--- src/rtl/cpu_mem_unit.sv ---
// Byte-serial segment:offset memory access sequencer driving an 8-bit RAM bus.
// Optional wait-state support via CPU_MEMU_WAIT_EN (adds the mem_ready input).
module cpu_mem_unit #(
  parameter int unsigned ADDR_W    = 20,
  parameter int unsigned SEG_SHIFT = 4,
  parameter int unsigned MAX_BYTES = 4,
  parameter int unsigned LEN_W     = 2
) (
  input  logic                     clock,
  input  logic                     reset,
  input  logic                     req,
  input  logic                     wr,
  input  logic [15:0]              seg,
  input  logic [15:0]              off,
  input  logic [LEN_W-1:0]         len,
  input  logic [8*MAX_BYTES-1:0]   wdata,
  output logic                     ready,
  output logic                     done,
  output logic [8*MAX_BYTES-1:0]   rdata,
  output logic [ADDR_W-1:0]        address,
  input  logic [7:0]               i_data,
`ifdef CPU_MEMU_WAIT_EN
  input  logic                     mem_ready,
`endif
  output logic [7:0]               o_data,
  output logic                     we
);

  localparam int unsigned DATA_W = 8 * MAX_BYTES;
  localparam int unsigned SUM_W  = ADDR_W + SEG_SHIFT + 17;

  typedef enum logic {IDLE, XFER} state_t;

  state_t              r_state, w_state_next;
  logic [15:0]         r_seg, r_off, w_off_next;
  logic [LEN_W-1:0]    r_cnt, r_len, w_cnt_next;
  logic                r_wr;
  logic [DATA_W-1:0]   r_wdata;
  logic [7:0]          w_next_byte;
  logic                w_accept, w_step, w_last, w_mem_ready;

`ifdef CPU_MEMU_WAIT_EN
  assign w_mem_ready = mem_ready;
`else
  assign w_mem_ready = 1'b1;
`endif

  // Physical address: the 16-bit offset never carries into the segment; only the
  // final sum wraps at 2^ADDR_W.
  function automatic logic [ADDR_W-1:0] phys(input logic [15:0] s, input logic [15:0] o);
    logic [SUM_W-1:0] w_sum;
    w_sum = (SUM_W'(s) << SEG_SHIFT) + SUM_W'(o);
    return w_sum[ADDR_W-1:0];
  endfunction

  always_comb begin
    w_state_next = r_state;
    w_accept     = 1'b0;
    w_step       = 1'b0;
    w_last       = (r_cnt == r_len);
    w_cnt_next   = r_cnt + LEN_W'(1);
    w_off_next   = r_off + 16'd1;
    w_next_byte  = '0;
    for (int unsigned b = 0; b < MAX_BYTES; b++) begin
      if (w_cnt_next == LEN_W'(b)) w_next_byte = r_wdata[8*b +: 8];
    end
    case (r_state)
      IDLE: begin
        if (req) begin
          w_accept     = 1'b1;
          w_state_next = XFER;
        end
      end
      XFER: begin
        if (w_mem_ready) begin
          w_step = 1'b1;
          if (w_last) w_state_next = IDLE;
        end
      end
      default: w_state_next = IDLE;
    endcase
  end

  assign ready = (r_state == IDLE);

  always_ff @(posedge clock) begin
    if (reset) begin
      r_state <= IDLE;
      r_seg   <= '0;
      r_off   <= '0;
      r_cnt   <= '0;
      r_len   <= '0;
      r_wr    <= 1'b0;
      r_wdata <= '0;
      done    <= 1'b0;
      rdata   <= '0;
      address <= '0;
      o_data  <= '0;
      we      <= 1'b0;
    end else begin
      r_state <= w_state_next;
      done    <= 1'b0;
      if (w_accept) begin
        r_seg   <= seg;
        r_off   <= off;
        r_cnt   <= '0;
        r_len   <= len;
        r_wr    <= wr;
        r_wdata <= wdata;
        rdata   <= '0;
        address <= phys(seg, off);
        o_data  <= wdata[7:0];
        we      <= wr;
      end else if (w_step) begin
        if (!r_wr) begin
          for (int unsigned b = 0; b < MAX_BYTES; b++) begin
            if (r_cnt == LEN_W'(b)) rdata[8*b +: 8] <= i_data;
          end
        end
        if (w_last) begin
          we   <= 1'b0;
          done <= 1'b1;
        end else begin
          r_cnt   <= w_cnt_next;
          r_off   <= w_off_next;
          address <= phys(r_seg, w_off_next);
          o_data  <= w_next_byte;
        end
      end
    end
  end

endmodule

--- config.mk ---
export PLATFORM = sky130hd
export DESIGN_NAME = cpu_mem_unit
export DESIGN_NICKNAME = d
export VERILOG_FILES = /design/src/rtl/cpu_mem_unit.sv
export SDC_FILE = /design/constraint.sdc
export NUM_CORES = 1
export LEC_CHECK = 0
export ABC_AREA = 1
export BUFFER_PORTS_ARGS = -buffer_cell sky130_fd_sc_hd__buf_4
export CAP_MARGIN = 30
export CORE_MARGIN = 2
export CORE_UTILIZATION = 30
export DETAILED_ROUTE_END_ITERATION = 16
export SLEW_MARGIN = 25
export SYNTH_ARGS = -nofsm -noshare
export SYNTH_HDL_FRONTEND = slang
export SYNTH_SLANG_ARGS = --single-unit
export TNS_END_PERCENT = 50
--- constraint.sdc ---
create_clock -name clock -period 2.98 [get_ports clock]
set_input_delay 0.149 -clock clock [delete_from_list [all_inputs] [get_ports clock]]
set_output_delay 0.149 -clock clock [all_outputs]
set_load 0.02 [all_outputs]
# Word-level counts from Yosys, hierarchy flattened

Cells that the tools add are included.

Register bits: 132
Input port bits: 78

Add/sub/neg operators: 4
Eq/ne operators: 8
Muxes and demuxes: 22
Bitwise logic cells: 4
Reductions and logical operators: 13

Operators by type and width:

| cell                    | number |
|---|---|
| $mux W20                | 3 |
| $mux W8                 | 7 |
| $mux W16                | 3 |
| $add A20 B16 Y20        | 2 |
| $add A16 B1 Y16 const B | 1 |
| $reduce_and A3 Y1       | 4 |
| $eq A2 B2 Y1 const B    | 4 |
| $mux W1                 | 8 |
| $reduce_and A2 Y1       | 3 |
| $eq A2 B1 Y1 const B    | 2 |
| $logic_not A2 Y1        | 2 |
| $not A1 Y1              | 4 |
| $reduce_bool A2 Y1      | 2 |
| $reduce_or A3 Y1        | 1 |
| $add A2 B1 Y2 const B   | 1 |
| $eq A2 B2 Y1            | 1 |
| $ne A2 B2 Y1 const B    | 1 |
| $pmux W1 S2             | 1 |
| $reduce_or A2 Y1        | 1 |

# Logic depth before layout (Yosys ltp)

Gate-level depths: netlist (run 1).

Word-level depth: 9
Gate-level depth with buffers: 21
Gate-level depth less buffers: 21

# Least setup slack after synthesis (run 1)

No wires, ideal clock.

Kind: register to register
From: register address[0] (netlist name)
To: register address[12]
Library setup time: 64 ps
Arrival: 2296 ps
Data required time: 2916 ps
Setup slack: 621 ps
Cell stages (with the launch flop): 16
Path buffers: 0
Clock period less this slack: 2359 ps
Cell sequence: dfxtp_1 > ha_1 > nand2_1 > nor2_1 > xor2_1 > ha_1 > inv_1 > fa_1 > inv_1 > nand3_1 > nand3_1 > a21oi_1 > nor2_1 > nor2_1 > a21o_1 > nor2_1

RTL lines:

| item                   | line | RTL |
|---|---|---|
| end signal: assignment | 111  | `address <= phys(seg, off);` |
| end signal: assignment | 126  | `address <= phys(r_seg, w_off_next);` |
| end: declaration       | 20   | `output logic [ADDR_W-1:0] address,` |

==> results.md, run 1 <==
- Chip Width: 159 um
- Pwr/cell area: 547 nW/um^2
- Initial core utilization: 30.5%
- Unrepaired setup endpoints after global routing: no
- I/O pin count: 141
- Slew HR: 52.1%
- Synth warn: 0
- Power share of the clock group: 42.1%
- Hold_ws: 0.000958 ns
- TritonCTS clock tree: done
- Drt first pass iters: 7
- Pleak: 4.37 nW
- Run status: completed
- Row cnt: 56
- GPL Wtd Cong: 0.903
- Worst Tran Pin Value: 0.719 ns
- Layout cells sized above 1: 16.3%
- Largest cells by area after synthesis: dfxtp_1 36%, nand2_1 12%, nor2_1 9.2%
- Post-Syn Instances: 1,084
- Reg power frac: 37.8%
- Diodes inserted: 0
- Critical path's most frequent cell: nand3_1
- Overall routing resource usage: 18.1%
- Commonest cells post-synth: 233 x nand2_1, 175 x nor2_1, 128 x dfxtp_1
- Buffers on Ports: 140
- GR peak layer: met2
- Die Y: 159 um
- CP Capture Type: flip-flop
- Final core occ: 39.7%
- H-Tree Level Count: 4
- Crit Path Max Fanout: 4
- Initial antenna violation count: 0
- Flops & latches, synth: 128
- Clk root buf: clkbuf_16
- Clock Skew: 0.0119 ns
- Via density: 4.63
- Synth top area share: 35.7%
- P_sw: 1.60 mW
- Layout area overhead: 30.0%
- CORE AREA: 23,500 um^2
- CP Data Required Time: 3.29 ns
- Mean Syn Cell Area: 6.61 um^2
- Hold WC Path Type: in -> reg
- Seq/Total Area, Yosys: 35.7%
- Post-Place Setup Slack: 0.308 ns
- Max-cap violations: 0
- Crit path arrival time: 3.01 ns
- Vias in the first global route: 6,670
- Die ar.: 25,100 um^2
- CTS buffer count: 17
- Syn_nets: 1,196
- Fin crit period: 2.69 ns
- Fmax: 372 MHz
- Cell Area, Placed: 8440 um^2
- Aggregate global routing overflow: 0
- Setup TNS Final: 0 ns
- Crit path kind: reg -> reg
- Worst path cell trace: ha_1 -> nand2_1 -> nor2_1 -> xor2_1 -> ha_1 -> inv_1 -> fa_1 -> inv_1 -> nand3_1 -> nand3_1 -> nand3_1 -> nand3_1 -> nor2_1 -> nor2_1 -> a21oi_1
- Fin crit share: 90.3%
- Int Pwr: 3.50 mW
- Met2 usage: 28.0%
- Num Clock Sinks: 128
- Number of flops mapped to enable cells by yosys: 0
- Final #Nets: 1,343
- Routed WL: 22,700 um
- Final hold violation count: 0
- Mapped Area: 7170 um^2
- Most instantiated library cell after synthesis: nand2_1
- Crit path launch type: flip-flop
- Max incr delay on CP: 0.39 ns
- First-pass GRT wire length: 35,500 um
- Hpwl dp: 16,800 um
- Clk slew on worst S/H paths: 0.07 ns
- Cell variety after synth: 42
- Combinational share of power: 20.1%
- Synth area leader: dfxtp_1
- Final ANT Viol Nets: 0
- GR Util met1: 25.5%
- Max VDD drop: 367 uV
- Final Worst Setup Slack: 0.289 ns
- WL per Instance: 14.5 um
- Predominant post-synthesis flop cell: dfxtp_1
- Largest net degree at the start of global routing: 70
- Final setup fails: 0
- GRT met3 Usage: 3.43%
- Sw Ratio: 31.4%
- Slowest-stage cell, CP: fa_1
- DR iter-0 viols: 458
- Worst skew pair latency: 0.42 ns
- Design area: 9320 um^2
- Synth async-reset ratio: 0%
- Max clock buf depth: 2
- Vias: 7,244
- Slew Limit Fails: 0
- DRC Markers: 0
==> state kept, by name (all words and copies together), names as in the netlist <==
| name | flops |
|---|---|
| r_state | 1 |
| r_len | 2 |
| r_seg | 16 |
| o_data | 8 |
| done | 1 |
| we | 1 |
| r_wdata | 32 |
| r_wr | 1 |
| address | 20 |
| r_cnt | 2 |
| rdata | 32 |
| r_off | 12 |
==> per-layer routing <==
layer,routed length [um],vias to the layer above
met2,9910,181
met1,11200,3236
met4,464,0
li1,-,3798
met5,0,-
met3,1070,29
==> timing repair <==
action / in CTS / in global routing
gates resized for setup: 0 / 1
endpoints found under the setup margin: 0 / 1
buffers inserted: 0 / 0
hold buffers: 28 / 0
hold endpoints to repair: 31 / 0
==> placed cells by master, fill, tap and decap left out, types with 9 or more instances in the layout <==
cell type / synthesis / routed
nand2_1: 233 / 233
nor2_1: 175 / 174
buf_4: 7 / 146
dfxtp_1: 128 / 128
inv_1: 125 / 125
o21ai_0: 106 / 106
a21oi_1: 81 / 81
nand3_1: 49 / 49
ha_1: 32 / 32
dlygate4sd3_1: 0 / 28
a31oi_1: 17 / 17
clkbuf_16: 0 / 17
o211ai_1: 9 / 9
==> final cells by class <==
cell class / instances / area, um^2
clock buffer: 17 / 425
clock inverter: 15 / 171
fill: 2548 / 14200
inverter: 133 / 502
multi-input combinational: 776 / 3860
sequential: 128 / 2560
tap: 319 / 399
timing repair buffer: 175 / 1400
==> power groups by stage <==
stage | sequential (mW) | combinational [mW] | clock, mW
global placement | 1.96 | 0.993 | 0
CTS | 1.93 | 1.03 | 2.19
global route | 1.94 | 1.15 | 2.26
floorplan | 1.99 | 0.595 | 0
finish | 1.93 | 1.03 | 2.15
detailed placement | 1.96 | 0.997 | 0
==> critical path, delay by kind of cell, from the launching register on <==
kind | cells | cell delay, ns
buffers and inverters | 2 | 0.19
and+or+nand+nor | 8 | 0.88
AOI/OAI and AO/OA | 1 | 0.06
xor gates and xnor gates | 1 | 0.22
DFF | 1 | 0.38
adders and majority gates | 3 | 0.85
==> cells by family (layout without fill, tap and decap cells) <==
| family | Yosys count | after routing | synth area share, % |
|---|---|---|---|
| flops | 128 | 128 | 35.7 |
| compound gates | 237 | 237 | 17.9 |
| fa+ha+maj | 34 | 34 | 6.14 |
| buf+inv | 180 | 340 | 10.4 |
| xor+xnor | 9 | 9 | 1.10 |
| simple gates | 496 | 496 | 28.7 |
==> worst paths after layout <==
kind	start	end	slack, ns	depth (start not counted)
worst max-delay path	address[1]$_SDFFE_PP0P_	address[16]$_SDFFE_PP0P_	0.29	15
worst max register to register	address[1]$_SDFFE_PP0P_	address[16]$_SDFFE_PP0P_	0.29	15
worst min-delay path	wdata[25]	r_wdata[25]$_SDFFE_PP0P_	0.001	3
worst min register to register	rdata[31]$_SDFFE_PP0P_	rdata[31]$_SDFFE_PP0P_	0.45	2
==> metrics by stage <==
stage	std cells	power (mW)
after global placement	1503	2.95
after floorplan	1084	2.59
final	1563	5.10
after CTS	1563	5.15
after detailed placement	1503	2.96
after global routing	1563	5.35
Note: power is estimated with default switching activity, not from simulation.
==> run 2: changes to the inputs <==
Settings changed: CORE_MARGIN 2 to unset.
==> run 2 against run 1 <==
  * The flow now finishes with violations (hold timing)
  * Core utilization is 0.29 points higher
  * Wire length increased by 0.30%
  * Worst hold slack got worse by 0.0037 ns
  * Largest cell class unchanged
==> results.md, run 2 (synthesized netlist as in run 1, its figures left out) <==
- Slew Limit Fails: 0
- DRC Markers: 0
- Most frequent cells in the layout: 233 x nand2_1, 174 x nor2_1, 143 x buf_4, 127 x dfxtp_1, 125 x inv_1
- CTS buffer count: 17
- Final hold violation count: 1
- CORE AREA: 23,500 um^2
- Design area: 9390 um^2
- CP Data Required Time: 3.34 ns
- Vias in the first global route: 6,978
- Run status: finished, violations left
- Die ar.: 24,500 um^2
- Largest net degree at the start of global routing: 73
- Final #Nets: 1,343
- Commonest non-fill, non-tap cell in the layout: nand2_1
- Worst R2R Path Depth: 16
- Reg power frac: 36.6%
- Num Clock Sinks: 128
- Sw Ratio: 30.2%
- Slew HR: 56.5%
- Crit path launch type: flip-flop
- R2R Setup Slk: 0.28 ns
- Setup TNS Final: 0 ns
- Pwr/cell area: 562 nW/um^2
- Crit path from: address[1]$_SDFFE_PP0P_
- Overall routing resource usage: 19.2%
- FILL cells: 2,513
- Row cnt: 56
- Buffers on Ports: 140
- Crit path arrival time: 3.06 ns
- Crit path kind: reg -> reg
- Crit Path Max Fanout: 4
- TritonCTS clock tree: done
- Final core occ: 40.0%
- Power share of the clock group: 44.0%
- Routed WL: 22,700 um
- Fmax: 370 MHz
- Max-cap violations: 0
- Chip Width: 157 um
- GPL Wtd Cong: 0.858
- Drt first pass iters: 5
- H-Tree Level Count: 4
- Diodes inserted: 0
- Max VDD drop: 369 uV
- CP Capture Type: flip-flop
- Final setup fails: 0
- I/O pin count: 141
- P_sw: 1.59 mW
- Worst skew pair latency: 0.42 ns
- First-pass GRT wire length: 36,300 um
- Clk root buf: clkbuf_16
- Via density: 4.67
- Fin crit share: 90.6%
- Vias: 7,303
- Initial antenna violation count: 0
- Worst Tran Pin Value: 0.651 ns
- Hpwl dp: 16,800 um
- Initial core utilization: 30.5%
- Clk slew on worst S/H paths: 0.06 ns
- Fin crit period: 2.70 ns
- Layout cells sized above 1: 16.3%
- WL per Instance: 14.5 um
- Cell Area, Placed: 8440 um^2
- Pleak: 4.40 nW
- Worst Setup EP: address[16]$_SDFFE_PP0P_
- Layout area overhead: 30.9%
- Worst reg2reg endpoint: address[16]$_SDFFE_PP0P_
- Final ANT Viol Nets: 0
- DR iter-0 viols: 386
- Combinational share of power: 19.5%
- Int Pwr: 3.68 mW
- Failing checks: hold timing
- Hold_ws: -0.00276 ns
- Die Y: 157 um
- Max clock buf depth: 2
- Largest registers: r_wdata x32, rdata x32, address x20
- Worst r2r src: address[1]$_SDFFE_PP0P_
- Hold WC Path Type: in -> reg
- Clock Skew: 0.00843 ns
- Aggregate global routing overflow: 0
==> run 2: layout make-up <==
| cell class | instances | area [um^2] | area share (%) |
|---|---|---|---|
| sequential | 128 | 2560 | 27.3 |
| tap | 319 | 399 | 4.25 |
| timing repair buffer | 175 | 1410 | 15.1 |
| multi-input combinational | 776 | 3870 | 41.2 |
| inverter | 133 | 502 | 5.35 |
| clock inverter | 13 | 198 | 2.11 |
| clock buffer | 19 | 443 | 4.72 |
==> run 2: worst min-delay path by stage <==
stage,startpoint,end,slack (ns),cells after the start
after floorplan,i_data[0],rdata[16]$_SDFFE_PP0P_,0.28,2
after global placement,wr,we$_SDFFE_PP0P_,0.41,3
after detailed placement,wdata[13],r_wdata[13]$_SDFFE_PP0P_,0.41,3
after CTS,off[3],address[3]$_SDFFE_PP0P_,0.001,3
after global routing,wdata[27],r_wdata[27]$_SDFFE_PP0P_,0.02,3
final,len[0],r_len[0]$_SDFFE_PP0P_,-0.003,3
==> run 2: critical path, cell delays in order, from the launching register on <==
cell and delay, ns:
dfxtp_1 0.37, ha_1 0.17, nand2_1 0.16, nor2_2 0.15, xor2_1 0.22, ha_2 0.26
inv_1 0.06, fa_1 0.38, inv_1 0.13, nand3_1 0.09, nand3_1 0.16, nand3_1 0.09
nand3_1 0.13, nand2_1 0.07, nand2_1 0.06, nor2_1 0.04, a21oi_1 0.11
==> run 2: power groups by stage <==
stage	logic [mW]	registers [mW]	clock network (mW)
2_1_floorplan	0.595	1.99	0
3_3_place_gp	0.988	1.96	0
3_5_place_dp	0.995	1.96	0
4_1_cts	1.03	1.93	2.36
5_1_grt	1.15	1.94	2.43
6_report	1.03	1.93	2.32
==> run 2: layer usage <==
metal | up-vias | global-route usage, % | part of all wire [%]
li1 | 3792 | - | -
met1 | 3338 | 26.4 | 49
met2 | 146 | 30.4 | 45
met3 | 27 | 3.05 | 3.6
met4 | 0 | 6.21 | 1.7
met5 | - | 0 | 0
==> run 2: timing repair <==
item	in CTS	in global routing
setup buffers	0	0
hold buffers	30	0
resized for setup	0	4
endpoints found under the hold margin	38	0
setup endpoints to repair	0	4
==> run 2: stage by stage <==
stage	power, mW	cells	hold slack, ns	setup slack [ns]
finish	5.27	1563	-0.00276	0.279
CTS	5.31	1563	0.00103	0.226
detailed placement	2.96	1501	0.408	0.268
floorplan	2.59	1084	0.284	0.621
global placement	2.95	1501	0.406	0.345
global route	5.52	1563	0.0208	-0.00605
